<file path="config.mk">
export PLATFORM = sky130hd
export DESIGN_NAME = cb_quant_zigzag_flat
export DESIGN_NICKNAME = d
export VERILOG_FILES = /design/src/rtl/cb_quant_zigzag_if.sv /design/src/rtl/cb_quant_zigzag.sv /design/src/flat_wrapper.sv
export SDC_FILE = /design/constraint.sdc
export NUM_CORES = 1
export LEC_CHECK = 0
export ABC_CLOCK_PERIOD_IN_PS = 49500
export BUFFER_PORTS_ARGS = -buffer_cell sky130_fd_sc_hd__buf_4
export CAP_MARGIN = 20
export CORE_AREA = 8 8 276 278
export CTS_BUF_LIST = sky130_fd_sc_hd__clkbuf_4 sky130_fd_sc_hd__clkbuf_8
export DETAILED_ROUTE_END_ITERATION = 16
export DIE_AREA = 0 0 284 286
export PLACE_DENSITY = 0.76
export SYNTH_ARGS = -nofsm -noshare
export SYNTH_HDL_FRONTEND = slang
export SYNTH_SLANG_ARGS = --single-unit
</file>
<file path="constraint.sdc">
create_clock -name clk -period 49.5 [get_ports clk]
set_input_delay 9.9 -clock clk [delete_from_list [all_inputs] [get_ports clk]]
set_output_delay 9.9 -clock clk [all_outputs]
set_load 0.02 [all_outputs]
</file>
<file path="src/rtl/cb_quant_zigzag_if.sv">
// Block-in / coefficient-out handshake bundle for cb_quant_zigzag.
// CB_QUANT_BYPASS_EN adds the quant_bypass control alongside the block.
interface cb_quant_zigzag_if #(
    parameter int COEF_W = 11
);
    logic                     in_valid;
    logic [64*COEF_W-1:0]     in_coeff_flat_unused_guard;
    logic [64*COEF_W-1:0]     coeff_in;
    logic                     in_ready;
    logic                     in_overrun;
    logic                     out_valid;
    logic                     out_ready;
    logic signed [COEF_W-1:0] out_data;
    logic [5:0]               out_index;
    logic                     out_last;
`ifdef CB_QUANT_BYPASS_EN
    logic                     quant_bypass;

    modport slave (
        input  in_valid, coeff_in, out_ready, quant_bypass,
        output in_ready, in_overrun, out_valid, out_data, out_index, out_last
    );
    modport master (
        output in_valid, coeff_in, out_ready, quant_bypass,
        input  in_ready, in_overrun, out_valid, out_data, out_index, out_last
    );
`else
    modport slave (
        input  in_valid, coeff_in, out_ready,
        output in_ready, in_overrun, out_valid, out_data, out_index, out_last
    );
    modport master (
        output in_valid, coeff_in, out_ready,
        input  in_ready, in_overrun, out_valid, out_data, out_index, out_last
    );
`endif
endinterface

</file>
<file path="src/rtl/cb_quant_zigzag.sv">
// Cb block quantiser: captures an 8x8 DCT block, quantises with the JPEG chroma table
// and streams it in zigzag order. Optional CB_QUANT_BYPASS_EN passes raw coefficients.
module cb_quant_zigzag #(
    parameter int COEF_W    = 11,
    parameter int RECIP_W   = 13,
    parameter int FRAC_BITS = 12
) (
    input  logic              clk,
    input  logic              rst,
    cb_quant_zigzag_if.slave  bus
);
    localparam int PROD_W = COEF_W + RECIP_W;
    localparam logic [PROD_W-1:0] ROUND_C = PROD_W'(1) << (FRAC_BITS - 1);

    localparam logic [5:0] ZZ [64] = '{
        6'd0,  6'd1,  6'd8,  6'd16, 6'd9,  6'd2,  6'd3,  6'd10,
        6'd17, 6'd24, 6'd32, 6'd25, 6'd18, 6'd11, 6'd4,  6'd5,
        6'd12, 6'd19, 6'd26, 6'd33, 6'd40, 6'd48, 6'd41, 6'd34,
        6'd27, 6'd20, 6'd13, 6'd6,  6'd7,  6'd14, 6'd21, 6'd28,
        6'd35, 6'd42, 6'd49, 6'd56, 6'd57, 6'd50, 6'd43, 6'd36,
        6'd29, 6'd22, 6'd15, 6'd23, 6'd30, 6'd37, 6'd44, 6'd51,
        6'd58, 6'd59, 6'd52, 6'd45, 6'd38, 6'd31, 6'd39, 6'd46,
        6'd53, 6'd60, 6'd61, 6'd54, 6'd47, 6'd55, 6'd62, 6'd63
    };

    // round(4096/Qc) indexed by raster position; only the top-left corner differs from 99
    function automatic logic [RECIP_W-1:0] recip_of(input logic [5:0] k);
        case (k)
            6'd0:                 recip_of = RECIP_W'(241);
            6'd1, 6'd8:           recip_of = RECIP_W'(228);
            6'd2, 6'd16:          recip_of = RECIP_W'(171);
            6'd3, 6'd24:          recip_of = RECIP_W'(87);
            6'd9:                 recip_of = RECIP_W'(195);
            6'd10, 6'd17:         recip_of = RECIP_W'(158);
            6'd18:                recip_of = RECIP_W'(73);
            6'd11, 6'd25:         recip_of = RECIP_W'(62);
            default:              recip_of = RECIP_W'(41);
        endcase
    endfunction

    typedef enum logic [1:0] {S_IDLE, S_PRIME, S_STREAM} state_e;

    state_e                   state_q, state_d;
    logic [64*COEF_W-1:0]     buf_q;
    logic                     out_valid_q;
    logic signed [COEF_W-1:0] out_data_q;
    logic [5:0]               out_index_q;
    logic                     out_last_q;
    logic                     in_overrun_q;
`ifdef CB_QUANT_BYPASS_EN
    logic                     bypass_q;
`endif

    logic                     accept, load, set_valid, finish;
    logic [5:0]               ld_idx;
    logic [5:0]               raster;
    logic signed [COEF_W-1:0] coef_sel;
    logic [COEF_W-1:0]        mag;
    logic [PROD_W-1:0]        prod, rounded, q_full;
    logic signed [COEF_W-1:0] out_val;

    // NOTE: every always_comb output gets a default first so no path can infer a latch.
    always_comb begin
        state_d   = state_q;
        accept    = 1'b0;
        load      = 1'b0;
        set_valid = 1'b0;
        finish    = 1'b0;
        ld_idx    = out_index_q + 6'd1;
        case (state_q)
            S_IDLE: begin
                if (bus.in_valid) begin
                    accept  = 1'b1;
                    state_d = S_PRIME;
                end
            end
            S_PRIME: begin
                load    = 1'b1;
                ld_idx  = 6'd0;
                state_d = S_STREAM;
            end
            S_STREAM: begin
                if (!out_valid_q) begin
                    set_valid = 1'b1;
                end else if (bus.out_ready) begin
                    if (out_last_q) begin
                        finish  = 1'b1;
                        state_d = S_IDLE;
                    end else begin
                        load = 1'b1;
                    end
                end
            end
            default: state_d = S_IDLE;
        endcase
    end

    // Single shared multiplier: magnitude * reciprocal, round half away from zero via sign restore
    always_comb begin
        raster   = ZZ[ld_idx];
        coef_sel = buf_q[int'(raster)*COEF_W +: COEF_W];
        mag      = coef_sel[COEF_W-1] ? COEF_W'(-coef_sel) : COEF_W'(coef_sel);
        prod     = {{RECIP_W{1'b0}}, mag} * {{COEF_W{1'b0}}, recip_of(raster)};
        rounded  = prod + ROUND_C;
        q_full   = coef_sel[COEF_W-1] ? -(rounded >> FRAC_BITS) : (rounded >> FRAC_BITS);
`ifdef CB_QUANT_BYPASS_EN
        out_val  = bypass_q ? coef_sel : COEF_W'(q_full);
`else
        out_val  = COEF_W'(q_full);
`endif
    end

    // NOTE: sequential state uses non-blocking assignments so every register samples pre-edge values.
    always_ff @(posedge clk or negedge rst) begin
        if (!rst) begin
            state_q      <= S_IDLE;
            out_valid_q  <= 1'b0;
            out_data_q   <= '0;
            out_index_q  <= '0;
            out_last_q   <= 1'b0;
            in_overrun_q <= 1'b0;
`ifdef CB_QUANT_BYPASS_EN
            bypass_q     <= 1'b0;
`endif
        end else begin
            state_q <= state_d;
            if (bus.in_valid && state_q != S_IDLE) in_overrun_q <= 1'b1;
`ifdef CB_QUANT_BYPASS_EN
            if (accept) bypass_q <= bus.quant_bypass;
`endif
            if (load) begin
                out_data_q  <= out_val;
                out_index_q <= ld_idx;
                out_last_q  <= (ld_idx == 6'd63);
            end
            if (set_valid) out_valid_q <= 1'b1;
            if (finish) begin
                out_valid_q <= 1'b0;
                out_last_q  <= 1'b0;
            end
        end
    end

    // NOTE: the block buffer is plain storage and is deliberately left out of reset.
    always_ff @(posedge clk) begin
        if (accept) buf_q <= bus.coeff_in;
    end

    assign bus.in_ready   = (state_q == S_IDLE);
    assign bus.in_overrun = in_overrun_q;
    assign bus.out_valid  = out_valid_q;
    assign bus.out_data   = out_data_q;
    assign bus.out_index  = out_index_q;
    assign bus.out_last   = out_last_q;
endmodule

</file>
<file path="src/flat_wrapper.sv">
// flat-port wrapper written by rule: the top's interface ports become plain ports
module cb_quant_zigzag_flat 
#(
    parameter int COEF_W    = 11,
    parameter int RECIP_W   = 13,
    parameter int FRAC_BITS = 12
)
  (clk, rst, bus_in_valid, bus_coeff_in, bus_out_ready, bus_in_ready, bus_in_overrun, bus_out_valid, bus_out_data, bus_out_index, bus_out_last);
  cb_quant_zigzag_if #(.COEF_W(COEF_W)) bus_i ();
  input  logic clk;
  input  logic rst;
  input wire logic [$bits(bus_i.in_valid)-1:0] bus_in_valid;
  input wire logic [$bits(bus_i.coeff_in)-1:0] bus_coeff_in;
  input wire logic [$bits(bus_i.out_ready)-1:0] bus_out_ready;
  output wire logic [$bits(bus_i.in_ready)-1:0] bus_in_ready;
  output wire logic [$bits(bus_i.in_overrun)-1:0] bus_in_overrun;
  output wire logic [$bits(bus_i.out_valid)-1:0] bus_out_valid;
  output wire logic [$bits(bus_i.out_data)-1:0] bus_out_data;
  output wire logic [$bits(bus_i.out_index)-1:0] bus_out_index;
  output wire logic [$bits(bus_i.out_last)-1:0] bus_out_last;
  assign bus_i.in_valid = bus_in_valid;
  assign bus_i.coeff_in = bus_coeff_in;
  assign bus_i.out_ready = bus_out_ready;
  assign bus_in_ready = bus_i.in_ready;
  assign bus_in_overrun = bus_i.in_overrun;
  assign bus_out_valid = bus_i.out_valid;
  assign bus_out_data = bus_i.out_data;
  assign bus_out_index = bus_i.out_index;
  assign bus_out_last = bus_i.out_last;
  cb_quant_zigzag #(.COEF_W(COEF_W), .RECIP_W(RECIP_W), .FRAC_BITS(FRAC_BITS)) u_core (.clk(clk), .rst(rst), .bus(bus_i));
endmodule
</file>
==> metrics, run 1 <==
Synth Area in XOR/XNOR 0.00988; number of synthesized flops with an enable pin 704; Ys Warns 0; syn nets 3467; Buf/Inv on CP 5; Final period util 0.265; number of synthesized register bits 726; most used cell, CP buf_4; row count 99; register area 0.0217 sq mm; Clock Root Buffer clkbuf_8; status finished clean; detailed router's first-iteration violation count 2865; Core Area 0.0721 sq mm; asr flop ratio synth 0.0303; Worst Clk Skew 0.0495 ns; vias 25300; Critical Path Slowest Stage Cell buf_4; post-route minimum period 13.14 ns; max-slew violation count 0; setup ws final 36.36 ns; fillers 5753; Clock Latency Late Sink 0.76 ns; number of global-route vias before repair 25747; r2r endpoint u_core.bus.out_data[8]$_DFFE_PN0P_; Clock Pin Slew Worst Setup and Hold Paths 0.06 ns; Final nets 4213; fmax 0.0761 GHz; max_cap viols 0; CTS tree built; Least-Margin Pin Slew 1.33 ns; Routability Congestion 0.914; die area 0.0812 sq mm; GRT Resource Usage Total 0.287; initial antenna violation count 39; crit start category input port; Cells after Synth 2617; DP HPWL 88.0 mm; # Post-CTS Setup Buffers 0; main flop type after synthesis edfxtp_1; cell area after synthesis 0.0342 sq mm; post-synthesis sequential area ratio 0.634; HP Start u_core.bus.in_overrun$_DFFE_PN0P_; Initial Util 0.474; Avg Cell Area, Syn 13.1 sq um; CP delay by family, top buffers and inverters; input/output buffers 728; final hold vios 0; largest cells by area after synthesis edfxtp_1, nand2_1, mux2i_1; Total Neg Setup Slack 0 ns; cts repair resizes 0; CTS Buf Count 116; Remaining Overflow, GRT 0; Max stage delay on crit path 0.83 ns; pre-CTS setup slack 35.53 ns; Hold-fix buffers, CTS 0; CP Capture Type flip-flop; routed length per instance 27.5 um; hold path depth 1; Critical Path RT 49.89 ns; CP max FO 203; total wire length 122 mm; Vias/cell 5.69; largest family of logic cells by synthesized area simple AND/OR/NAND/NOR gates; Setup violations, final 0; depth of the most critical reg-to-reg path 45; first-pass GRT wire length 172 mm; Die Span Y 286 um; largest area contributor in the netlist edfxtp_1; ratio of cells with drive above 1 in the final layout 0.298; WHS Endpoint u_core.bus.in_overrun$_DFFE_PN0P_; P&R area growth vs syn 25.5%; clock buffer depth 3; Multi-input gate area 0.0114 sq mm; Crit. Startpoint bus_in_valid; # H-tree levels 3; DRT Pass-1 Iters 6; Synth cell types 105; num ports 729; WP data arrival 13.52 ns; adder-cell area share of the yosys netlist 0.0636; crit-path cells buf_4, and2_4, buf_4, buf_12, buf_4, buf_16; post-synth top area share 0.618; Simple-Gate Fraction of Synth Area 0.120; DRC 0; Sink Count 726; FF-to-FF setup slack 36.40 ns; HP Class reg -> reg; Slew headroom 0.112; RSZ-0062 raised after global routing no; die width 284 um; Compound-Gate Fraction of Synth Area 0.0850; reg2reg start u_core.state_q[1]$_DFFE_PN0P_; type of the worst setup path in -> reg; largest net degree at the start of global routing 207; fraction of synthesized area in multiplexers 0.0522; antenna viol nets, final 0
[synthesized netlist by cell type, types with 7 or more instances]
library cell    n
o31ai_1         8
ha_1           89
a32oi_1        12
o211ai_1        8
dfrtp_1        22
a21boi_0       19
o21ai_1         8
nand2_1       489
buf_2          71
nor3_1         15
edfxtp_1      704
nor2_1        115
a21oi_1        64
o21ai_0        42
nor4_1          8
and2_1         12
clkbuf_1       26
and3_1         27
fa_1           53
nand4_1        23
o21a_1          7
a31oi_1        41
nand2b_1       16
inv_1          94
buf_6          13
nand3_1       159
xnor2_1        15
a311oi_1       27
mux2_2         13
xnor2_2         7
buf_4          27
o22ai_1        18
a211oi_1       28
o2111ai_1       7
or2_1           8
a22oi_1         7
mux2i_1       157
nor2b_1        13
[layer usage]
layer / track usage / vias up / wire, um
met2: 0.486 / 1345 / 61500
met5: 0 / - / 46
li1: - / 11255 / -
met4: 0.127 / 8 / 4900
met1: 0.352 / 12434 / 45700
met3: 0.0662 / 258 / 9930
[final cells by class]
cell class,count,share of cell area
diodes,34,0.00198
clock buffers,158,0.0450
clock inverters,51,0.00808
inverters,97,0.00866
multi-input cells,1651,0.266
flip-flops and latches,726,0.506
well taps,959,0.0280
repair buffers,771,0.137
[state kept, by name, indices dropped and copies added, names as in the netlist]
| name | flops |
|---|---|
| u_core.buf_q | 704 |
| u_core.bus.out_data | 11 |
| u_core.bus.out_index | 6 |
| u_core.state_q | 2 |
| u_core.bus.in_overrun | 1 |
| u_core.bus.out_last | 1 |
| u_core.bus.out_valid | 1 |
[worst max-delay path by stage]
stage	endpoint	slack, ns	cells past startpoint
2_1_floorplan	u_core.buf_q[0]$_DFFE_PP_	22.78	1
3_3_place_gp	u_core.buf_q[136]$_DFFE_PP_	35.67	5
3_5_place_dp	u_core.buf_q[555]$_DFFE_PP_	35.53	5
4_1_cts	u_core.buf_q[189]$_DFFE_PP_	36.31	5
5_1_grt	u_core.bus.out_data[8]$_DFFE_PN0P_	35.38	47
6_report	u_core.buf_q[15]$_DFFE_PP_	36.36	6
[logic make-up after synthesis]
group           after synthesis
mux                         174
fa+ha+maj                   142
flops                       726
xor+xnor                     30
compound gates              386
simple gates                919
buf+inv                     240
[layout by cell type (no fill, tap or decap), types with 8 or more instances in the layout]
cell | synthesis | routed
buf_4 | 27 | 765
edfxtp_1 | 704 | 704
nand2_1 | 489 | 489
nand3_1 | 159 | 158
mux2i_1 | 157 | 156
clkbuf_8 | 0 | 119
nor2_1 | 115 | 111
inv_1 | 94 | 94
ha_1 | 89 | 89
a21oi_1 | 64 | 62
fa_1 | 53 | 53
o21ai_0 | 42 | 42
a31oi_1 | 41 | 41
clkbuf_4 | 0 | 39
diode_2 | 0 | 34
clkinv_1 | 1 | 32
a211oi_1 | 28 | 28
and3_1 | 27 | 27
a311oi_1 | 27 | 27
nand4_1 | 23 | 23
dfrtp_1 | 22 | 22
a21boi_0 | 19 | 19
nand2b_1 | 16 | 16
o22ai_1 | 18 | 16
xnor2_1 | 15 | 15
nor3_1 | 15 | 15
nor2b_1 | 13 | 13
mux2_2 | 13 | 13
a32oi_1 | 12 | 12
and2_1 | 12 | 11
clkinv_2 | 0 | 9
o21ai_1 | 8 | 8
o211ai_1 | 8 | 8
nor4_1 | 8 | 8
o31ai_1 | 8 | 8
or2_1 | 8 | 8
[metrics by stage]
stage / hold slack (ns) / cell area (sq um) / util / std cells
floorplan: 0.474 / 34200 / - / 2617
global placement: 0.444 / 40500 / 0.562 / 4202
detailed placement: 0.457 / 40500 / 0.562 / 4202
CTS: 0.466 / 42800 / 0.593 / 4411
global route: 0.496 / 42900 / 0.595 / 4444
finish: 0.463 / 42900 / 0.595 / 4447
Power of run 1 is not shown: default switching activity piles up to over one toggle a cycle in this logic, so the estimate is an artifact.
==> inputs of run 2 (changes only) <==
- ABC_CLOCK_PERIOD_IN_PS: 49500 -> 13700
- CORE_AREA: 8 8 276 278 -> 8 8 277 279
- DIE_AREA: 0 0 284 286 -> 0 0 285 287
- clock period: 49.5 -> 13.7 ns (I/O delays scaled with it)
==> run 2 against run 1 <==
Sequential cell count stayed put. Die area rose by 0.70%. Utilization decreased by 0.21 points. Sequential share of layout area hardly changed. Highest routed layer unchanged. Count of clock-buffer cells in the layout is the same. First-iteration DRC count is 3.3% higher.
==> metrics, run 2 (same netlist as run 1, synthesis figures left out) <==
Die Span Y 287 um (+0.35%); RSZ-0062 raised after global routing no; most used cell, CP inv_1; most frequent cells in the layout buf_4, edfxtp_1, nand2_1, nand3_1, mux2i_1; depth of the most critical reg-to-reg path 41 (-8.9%); first-pass GRT wire length 177 mm (+2.8%); HP Class reg -> reg; max reg flops 704 (unchanged); WP data arrival 12.65 ns (-0.87 ns); initial antenna violation count 49 (+26%); Routability Congestion 0.943 (+3.2%); CP delay by family, top adder cells; status finished clean; Clock Latency Late Sink 0.75 ns (about the same); Vias/cell 5.74 (+0.82%); DRC 0 (unchanged); FF-to-FF setup slack 1.62 ns (-34.78 ns); die area 0.0818 sq mm (+0.70%); largest net degree at the start of global routing 189 (-8.7%); Clock Pin Slew Worst Setup and Hold Paths 0.06 ns (about the same); Core Area 0.0723 sq mm (+0.34%); Hold-fix buffers, CTS 0 (unchanged); ratio of cells with drive above 1 in the final layout 0.301 (+0.00258); clock buffer depth 3 (unchanged); CTS Buf Count 116 (unchanged); P&R area growth vs syn 25.4% (about the same); final hold vios 0 (unchanged); Least-Margin Pin Slew 1.25 ns (-0.0786 ns); Final nets 4217 (+0.095%); # Post-CTS Setup Buffers 0 (unchanged); total wire length 127 mm (+4.1%); CTS tree built; Critical Path RT 14.27 ns (-35.62 ns); Max stage delay on crit path 0.87 ns (+0.04 ns); detailed router's first-iteration violation count 2960 (+3.3%); Remaining Overflow, GRT 0 (unchanged); type of the worst setup path reg -> reg; Sink Count 726 (unchanged); reg2reg start u_core.bus.out_index[1]$_DFFE_PN0P_; DRT Pass-1 Iters 6 (unchanged); routed length per instance 28.6 um (+4.0%); fmax 0.0828 GHz; num ports 729 (unchanged); Setup violations, final 0 (unchanged); CP Capture Type flip-flop; Total Neg Setup Slack 0 ns (unchanged); HP Start u_core.bus.in_overrun$_DFFE_PN0P_; Critical Path Slowest Stage Cell mux2i_1; number of global-route vias before repair 26083 (+1.3%); Worst Clk Skew 0.0513 ns (+0.00178 ns); GRT Resource Usage Total 0.295 (+0.00719); cts repair resizes 0 (unchanged); Initial Util 0.473 (-0.00162); crit start category flip-flop; max-slew violation count 0 (unchanged); commonest non-fill, non-tap cell in the layout buf_4; hold path depth 1 (unchanged); # H-tree levels 3 (unchanged); vias 25537 (+0.94%); post-route minimum period 12.08 ns; input/output buffers 728 (unchanged); CP max FO 40 (-80%); Slew headroom 0.164 (+0.0524); die width 285 um (+0.35%); r2r endpoint u_core.bus.out_data[6]$_DFFE_PN0P_; Final period util 0.881; largest register by flop count u_core.buf_q; antenna viol nets, final 0 (unchanged); Buf/Inv on CP 7 (+2); DP HPWL 93.4 mm (+6.1%); Clock Root Buffer clkbuf_8; WHS Endpoint u_core.bus.in_overrun$_DFFE_PN0P_; max_cap viols 0 (unchanged); row count 99 (unchanged)
-- run 2: metal layers --
| layer | global-route usage | up-vias | share of wire |
|---|---|---|---|
| met5 | 0 | - | 0.00095 |
| met4 | 0.141 | 18 | 0.041 |
| met3 | 0.0745 | 261 | 0.088 |
| met2 | 0.486 | 1527 | 0.49 |
| met1 | 0.362 | 12483 | 0.38 |
| li1 | - | 11248 | - |
-- run 2: worst max path at each step --
stage,start,to,slack [ns],depth (start not counted)
after global routing,u_core.bus.out_index[1]$_DFFE_PN0P_,u_core.bus.out_data[6]$_DFFE_PN0P_,0.68,41
after CTS,u_core.bus.out_index[1]$_DFFE_PN0P_,u_core.bus.out_data[6]$_DFFE_PN0P_,1.66,41
after detailed placement,u_core.bus.out_index[1]$_DFFE_PN0P_,u_core.bus.out_data[8]$_DFFE_PN0P_,1.67,39
after floorplan,bus_in_valid,u_core.buf_q[0]$_DFFE_PP_,1.89,1
final,u_core.bus.out_index[1]$_DFFE_PN0P_,u_core.bus.out_data[6]$_DFFE_PN0P_,1.62,41
after global placement,u_core.bus.out_index[0]$_DFFE_PN0P_,u_core.bus.out_data[6]$_DFFE_PN0P_,1.78,40
-- run 2: cell type report --
| type | count | area [sq um] |
|---|---|---|
| timing repair buffer | 775 | 5910 |
| clock inverter | 44 | 315 |
| inverter | 97 | 372 |
| multi-input combinational | 1651 | 11400 |
| clock buffer | 158 | 1920 |
| antenna | 42 | 105 |
| sequential | 726 | 21700 |
| tap | 959 | 1200 |
| fill | 5770 | 29400 |
-- run 2: worst register-to-register path: cells and delay by family, from the launching register on --
family | cells | cell delay [ns]
AO/OA/AOI/OAI | 12 | 3.28
XOR/XNOR | 2 | 0.46
adder cells (fa/ha/maj) | 8 | 3.42
buffers and inverters | 7 | 0.64
flip-flops | 1 | 0.57
multiplexers | 1 | 0.87
AND/OR/NAND/NOR | 11 | 2.65
-- run 2: per-stage QoR --
stage          setup WS [ns]  instance area, sq um  cells  hold slack, ns   util
6_report                1.62                 42900   4452           0.464  0.593
5_1_grt                0.682                 42900   4447           0.495  0.593
4_1_cts                 1.66                 42800   4410           0.467  0.592
3_5_place_dp            1.67                 40600   4208           0.453  0.561
3_3_place_gp            1.78                 40600   4208           0.445  0.561
2_1_floorplan           1.89                 34200   2617           0.474      -
Power of run 2 is left out for the same reason.
